$ cat src/rtl/link_credit_rr_sched.sv
`default_nettype none
// +--------------------------------------------------------------------------+
// | Module   : link_credit_rr_sched                                          |
// | Purpose  : credit-gated round-robin scheduler onto one registered link   |
// |            beat stream, with enable/drain quiesce FSM.                   |
// | Revision : 1.0  initial release                                          |
// +--------------------------------------------------------------------------+
module link_credit_rr_sched #(
  parameter int NUM_REQ            = 4,
  parameter int WIDTH              = 64,
  parameter int CREDIT_MAX         = 32,
  parameter int LG_CREDIT_TO_TOKEN = 3
) (
  input  logic                               clk,
  input  logic                               rst,
  input  logic                               enable_i,
  input  logic [NUM_REQ-1:0]                 req_valid_i,
  input  logic [NUM_REQ*WIDTH-1:0]           req_data_i,
  output logic [NUM_REQ-1:0]                 req_ready_o,
  output logic                               link_valid_o,
  output logic [WIDTH-1:0]                   link_data_o,
  input  logic                               link_ready_i,
  input  logic                               token_i,
  output logic [$clog2(CREDIT_MAX+1)-1:0]    credit_o,
  output logic                               idle_o,
  output logic                               err_o
);

  localparam int                c_cw     = $clog2(CREDIT_MAX+1);
  localparam int                c_pw     = $clog2(NUM_REQ);
  localparam int                c_iw     = c_pw + 1;
  localparam logic [c_pw:0]     c_num    = c_iw'(NUM_REQ);
  localparam logic [c_pw-1:0]   c_last   = c_pw'(NUM_REQ-1);
  localparam logic [31:0]       c_token  = 32'(2**LG_CREDIT_TO_TOKEN);
  localparam logic [31:0]       c_cmax   = 32'(CREDIT_MAX);

  typedef enum logic [1:0] {
    ST_IDLE   = 2'd0,
    ST_ACTIVE = 2'd1,
    ST_DRAIN  = 2'd2
  } state_t;

  state_t             r_state, w_state_nxt;
  logic [c_cw-1:0]    r_credit, w_credit_nxt;
  logic [c_pw-1:0]    r_ptr, w_gidx, w_ptr_nxt;
  logic [c_pw:0]      w_idx;
  logic               r_valid, r_err;
  logic [WIDTH-1:0]   r_data, w_gdata;
  logic               w_found, w_slot_free, w_grant_en, w_grant, w_ovf;
  logic [NUM_REQ-1:0] w_ready;
  logic [31:0]        w_sum;

  assign w_slot_free = !r_valid || link_ready_i;
  assign w_grant_en  = (r_state == ST_ACTIVE) && w_slot_free && (r_credit != '0);
  assign w_grant     = w_grant_en && w_found;

  // Round-robin search beginning at r_ptr, wrapping modulo NUM_REQ.
  always_comb begin
    w_found = 1'b0;
    w_gidx  = '0;
    w_idx   = '0;
    for (int k = 0; k < NUM_REQ; k++) begin
      w_idx = {1'b0, r_ptr} + c_iw'(k);
      if (w_idx >= c_num) w_idx = w_idx - c_num;
      if (!w_found && req_valid_i[w_idx[c_pw-1:0]]) begin
        w_found = 1'b1;
        w_gidx  = w_idx[c_pw-1:0];
      end
    end
  end

  always_comb begin
    w_ready = '0;
    if (w_grant) w_ready[w_gidx] = 1'b1;
  end

  assign w_gdata   = req_data_i[w_gidx*WIDTH +: WIDTH];
  assign w_ptr_nxt = (w_gidx == c_last) ? '0 : w_gidx + 1'b1;

  // Token and grant in the same cycle net out; overflow saturates and flags.
  always_comb begin
    w_sum        = 32'(r_credit) + (token_i ? c_token : 32'd0) - (w_grant ? 32'd1 : 32'd0);
    w_ovf        = 1'b0;
    w_credit_nxt = w_sum[c_cw-1:0];
    if (w_sum > c_cmax) begin
      w_ovf        = 1'b1;
      w_credit_nxt = c_cw'(CREDIT_MAX);
    end
  end

  always_comb begin
    w_state_nxt = r_state;
    case (r_state)
      ST_IDLE:   if (enable_i) w_state_nxt = ST_ACTIVE;
      ST_ACTIVE: if (!enable_i) w_state_nxt = ST_DRAIN;
      ST_DRAIN: begin
        if (enable_i)
          w_state_nxt = ST_ACTIVE;
        else if (!r_valid && (r_credit == c_cw'(CREDIT_MAX)))
          w_state_nxt = ST_IDLE;
      end
      default:   w_state_nxt = ST_IDLE;
    endcase
  end

  always_ff @(posedge clk) begin
    if (rst) begin
      r_state  <= ST_IDLE;
      r_credit <= c_cw'(CREDIT_MAX);
      r_valid  <= 1'b0;
      r_data   <= '0;
      r_ptr    <= '0;
      r_err    <= 1'b0;
    end else begin
      r_state  <= w_state_nxt;
      r_credit <= w_credit_nxt;
      if (w_ovf) r_err <= 1'b1;
      if (w_slot_free) begin
        r_valid <= w_grant;
        if (w_grant) r_data <= w_gdata;
      end
      if (w_grant) r_ptr <= w_ptr_nxt;
    end
  end

  assign req_ready_o  = w_ready;
  assign link_valid_o = r_valid;
  assign link_data_o  = r_data;
  assign credit_o     = r_credit;
  assign idle_o       = (r_state == ST_IDLE);
  assign err_o        = r_err;

endmodule
`default_nettype wire

$ cat config.mk
export PLATFORM = sky130hd
export DESIGN_NAME = link_credit_rr_sched
export DESIGN_NICKNAME = d
export VERILOG_FILES = /design/src/rtl/link_credit_rr_sched.sv
export SDC_FILE = /design/constraint.sdc
export NUM_CORES = 1
export LEC_CHECK = 0
export BUFFER_PORTS_ARGS = -buffer_cell sky130_fd_sc_hd__buf_4
export CAP_MARGIN = 20
export CORE_AREA = 2 2 134 136
export DETAILED_ROUTE_END_ITERATION = 16
export DIE_AREA = 0 0 136 138
export SETUP_SLACK_MARGIN = 0.02
export SYNTH_ARGS = -nofsm -noshare
export SYNTH_HDL_FRONTEND = slang
export SYNTH_SLANG_ARGS = --single-unit
$ cat constraint.sdc
create_clock -name clk -period 3.8 [get_ports clk]
set_clock_uncertainty 0.15 [all_clocks]
set_input_delay 0 -clock clk [delete_from_list [all_inputs] [get_ports clk]]
set_output_delay 0 -clock clk [all_outputs]
set_load 0.02 [all_outputs]
---- Word level (Yosys, flattened, before mapping) ----
Index checks and enable logic that the tools add are counted.
W data, S select, Z words.
word-level totals
  flip-flop bits (word level) ............. 76
  bits of input ports ..................... 265
cells by class
  add/subtract/negate cells ............... 10
  order comparisons ....................... 11
  equality and inequality tests ........... 7
  shift operators ......................... 1
  mux-type cells .......................... 32
  reduce and logical (&&, ||, !) cells .... 18
operators by type and width
  operator               number
  $shiftx A256 B9 Y64    1
  $gt A32 B6 Y1 const B  1
  $mux W2                13
  $lt A2 B3 Y1 const B   5
  $mux W1                11
  $ge A3 B3 Y1 const B   3
  $bmux W1 S2            4
  $logic_and A1 B1 Y1    8
  $mux W4                2
  $sub A2 B1 Y2 const B  4
  $sub A7 B1 Y8          1
  $add A6 B4 Y7          1
  $add A2 B2 Y3 const B  2
  $eq A6 B6 Y1 const B   1
  $pmux W2 S3            1
  $reduce_bool A6 Y1     1
  $eq A2 B2 Y1 const B   2
  $logic_not A1 Y1       4
  $ne A2 B2 Y1 const B   2
  $add A2 B1 Y3 const B  1
  $ge A2 B3 Y1 const B   1
  $ne A3 B3 Y1 const B   1
  $reduce_and A3 Y1      1
  $add A2 B1 Y2 const B  1
  other kinds (7)        7

---- Logic depth before layout (Yosys ltp) ----
  depth in word-level cells ............... 19
  mapped depth ............................ 14

---- Worst setup path before layout ----
Ideal clock, no wire load.
  path kind ............................... register to register
  start point ............................. register r_credit[4], in the netlist credit_o[4]
  end point ............................... register r_err, in the netlist err_o
  library setup time ...................... 125 ps
  data arrival time ....................... 2878 ps
  required time ........................... 3525 ps
  slack ................................... 647 ps
  cell stages (with the launch flop) ...... 13
  path buffers ............................ 0
  path through ............................ dfxtp_1 -> inv_1 -> ha_1 -> nand2_2 -> nand3_4 -> inv_2 -> ha_1 -> inv_1 -> ha_1 -> fa_1 -> or3b_2 -> o31a_1 -> o41a_1
on the way
  cells in the longest elaborated chain, start to end .. 7
RTL lines
  what                    RTL line  source
  start, declared         44        logic [c_cw-1:0] r_credit, w_credit_nxt;
  start signal, assigned  109       r_credit <= c_cw'(CREDIT_MAX);
  start signal, assigned  116       r_credit <= w_credit_nxt;
  $reduce_bool A6 Y1      54        assign w_grant_en = (r_state == ST_ACTIVE) && w_slot_free && (r_credit != '0);
  $logic_and A1 B1 Y1     54
  $logic_and A1 B1 Y1     55        assign w_grant = w_grant_en && w_found;
  net w_grant             49        logic w_found, w_slot_free, w_grant_en, w_grant, w_ovf;
  $mux W1                 82        w_sum = 32'(r_credit) + (token_i ? c_token : 32'd0) - (w_grant ? 32'd1 : 32'd0);
  $sub A7 B1 Y8           82
  net w_sum[2]            51        logic [31:0] w_sum;
  $gt A32 B6 Y1           85        if (w_sum > c_cmax) begin
  $mux W1                 85
  end signal, assigned    113       r_err <= 1'b0;
  end signal, assigned    117       if (w_ovf) r_err <= 1'b1;
  end, declared           47        logic r_valid, r_err;
The timed path passes the listed nets, and every way through them passes these cells.
A chain may end at the register's enable or synchronous reset.

---- Final worst setup path ----
  start point ............................. register r_ptr[0]
  end point ............................... register r_data[4], in the netlist link_data_o[4]
on the way
  cells in the longest elaborated chain, start to end .. 16
RTL lines
  what                                                                    RTL line  source
  start, declared                                                         45        logic [c_pw-1:0] r_ptr, w_gidx, w_ptr_nxt;
  start signal, assigned                                                  122       if (w_grant) r_ptr <= w_ptr_nxt;
  parallel branches: the longest is 16 deep, another holds $add A2 B1 Y3  --
  end signal, assigned                                                    120       if (w_grant) r_data <= w_gdata;
  end, declared                                                           48        logic [WIDTH-1:0] r_data, w_gdata;
Several ways; the timed one is not identified. The select of a mux whose other input is x is not followed.

==> results.cfg <==
[status]
status = complete, no violations

[routing]
wl_per_cell_um = 16.3
dr_total_vias = 5716
drtAntennaViolNets = 0
first_pass_iters = 4
viasPerCell = 4.67
drt-initial-drc-count = 147
drc = 0
wl_mm = 19.9

[global_route]
grt_pass1_vias = 6005
grt_pass1_wl_mm = 29.5
grt_max_degree = 55
grt.overflow.total = 0
antenna_found_initial = 0
grtUsageTotal_pct = 19.6

[sta]
setup_viol = 0
relSlewSlack_pct = 47.1
finalHoldViolations = 0
maxSlewViolCount = 0
whs_ps = 150
tns_ps = 0
grt_setup_unrepaired = no
min_period_over_period_pct = 95.2
worst_pin_slew_ps = 793
max_freq_mhz = 277
period_needed_ps = 3620

[clocking]
htree_levels = 3
cts_buffer_depth = 2
numCtsBuffers = 9
post_cts_buffers = 0
clock_latency_ps = 330
cts_sinks = 76
cts_tree = built
clk_pin_slew_ps = 60
clock-root-buffer = clkbuf_16

[power]
switchingPower_w = 0.00123
power_frac_seq_pct = 26.5
sw_frac_of_total_pct = 33.1
p_int_w = 0.00250
p_leak_nw = 4.60
p_clk_share_pct = 26.7
power_density_nw_per_um2 = 373
combPwrFrac_pct = 46.8
ir_drop_mv = 0.242

[setup_path]
worstPathArrival_ps = 3680
required_ps = 3870
worst-path-max-fanout = 42
path_class = flip-flop to flip-flop
crit_path_end_kind = flip-flop
cp-start-kind = flip-flop

[logic_synthesis]
yosysSeqAreaShare_pct = 30.4
synth_mux_area_share_pct = 25.6
synth_compound_area_share_pct = 22.2
syn_avg_cell_area_sq_um = 10.7
synthSimpleGateAreaFrac_pct = 9.80
synthCells = 466
synthArstFlopShare_pct = 0
synth_fp_nets = 746
ys_warn_count = 0
synth-seq-cells = 76
synth_ff_type = dfxtp_1
yosysUniqueCellTypes = 45
synth_xor_area_share_pct = 0.875
synth_top_family_by_area = multiplexers
synth-edff-count = 0
syn_area_sq_um = 5000
synth_fa_ha_area_share_pct = 3.90

[placed_design]
dp_hpwl_mm = 13.0
port_buffers = 341
gp_congestion = 0.795
placed_area_sq_um = 7670

[final_layout]
antennaDiodeCount = 0
drive_gt1_share_pct = 44.4
fin_nets = 1269
utilization_pct = 57.1
syn2layout_area_growth_pct = 100
fin_area_sq_um = 10000

[worst_hold_path]
min_path_type = input pin to flip-flop

[die]
dieWidth_um = 136
core_sq_um = 17500
ios = 342
rows = 49
start_util_pct = 28.5
dieArea_sq_um = 18800
die_h_um = 138

[run]
drv_cap = 0
Yosys cell counts, types with 3 or more instances:
cell type	instances	share of area [%]
dfxtp_1	76	30
mux2i_1	128	26
nand2_1	70	5.3
ha_1	14	3.5
inv_1	17	1.3
a21oi_1	5	0.50
buf_12	6	2.4
and2_1	4	0.50
nor2_1	8	0.60
xnor2_1	3	0.53
nor4_1	4	0.50
buf_4	10	1.5
nor2b_1	3	0.38
clkbuf_1	7	0.53
buf_2	10	1.0
o221ai_1	3	0.53
o221ai_2	61	18
power groups by stage:
stage	combinational, W	sequential, W	clock [W]
global route	0.00188	0.00100	0.00105
finish	0.00175	0.000989	0.000994
CTS	0.00172	0.000985	0.00103
detailed placement	0.00143	0.00100	0
floorplan	0.000761	0.00113	0
global placement	0.00143	0.000998	0
sequential cells by signal (all words and copies together), names as in the netlist:
register      flops
link_data_o      64
credit_o          6
r_ptr             2
r_state           2
err_o             1
link_valid_o      1
cell usage in the layout (no fill, tap or decap), types with 4 or more instances in the layout:
cell / n
nor4_1: 4
inv_1: 17
a21oi_1: 4
dfxtp_1: 76
o221ai_2: 61
clkbuf_16: 9
and2_1: 4
mux2i_1: 128
buf_4: 346
dlygate4sd3_1: 196
nor2_1: 8
nand2_1: 70
ha_1: 14
final timing paths:
path | start | end | slack, ps | cells after the start
min reg2reg | err_o$_SDFFE_PP0N_ | err_o$_SDFFE_PP0N_ | 350 | 1
max | r_ptr[0]$_SDFFE_PP0P_ | link_data_o[4]$_SDFFE_PP0P_ | 180 | 8
min | req_valid_i[0] | r_ptr[0]$_SDFFE_PP0P_ | 150 | 6
max reg2reg | r_ptr[0]$_SDFFE_PP0P_ | link_data_o[4]$_SDFFE_PP0P_ | 180 | 8
cell type report:
type | instances | area (sq um)
Fill cell | 1541 | 7520
Clock buffer | 10 | 229
Tap cell | 229 | 287
Multi-Input combinational cell | 339 | 3170
Sequential cell | 76 | 1520
Timing Repair Buffer | 545 | 4620
Clock inverter | 6 | 113
Inverter | 18 | 67.6
critical path, stage by stage (launching register included):
cell	delay (ps)
dfxtp_1	410
nand2b_1	150
nor2b_1	470
o22a_4	460
buf_12	320
mux2i_1	210
dlygate4sd3_1	600
o221ai_2	100
dlygate4sd3_1	580
cell families (layout without fill, tap and decap cells):
family                   count (synthesis)  count (layout)
AO/OA/AOI/OAI                           84              86
XOR/XNOR                                 5               5
adder cells (fa/ha/maj)                 15              15
buffers and inverters                   53             579
flip-flops                              76              76
multiplexers                           128             128
AND/OR/NAND/NOR                        105             105
through the flow:
step / total power (W) / instances / setup WS (ps)
2_1_floorplan: 0.00189 / 466 / 647
3_3_place_gp: 0.00242 / 1009 / 623
3_5_place_dp: 0.00243 / 1009 / 583
4_1_cts: 0.00373 / 1221 / 88.2
5_1_grt: 0.00394 / 1223 / 63.0
6_report: 0.00373 / 1223 / 184
metal layers:
layer	vias up	routed length (um)	part of all wire, %	track usage [%]
met4	0	513	2.6	7.62
met2	222	10300	52	36.9
met3	33	1510	7.6	4.77
li1	2807	-	-	-
met5	-	0	0	0
met1	2654	7630	38	20.6
what timing repair did:
item	in CTS	in global routing
endpoints found under the hold margin	74	0
resized for setup	0	2
endpoints found under the setup margin	0	38
hold buffers	196	0
Note: power is estimated with default switching activity, not from simulation.
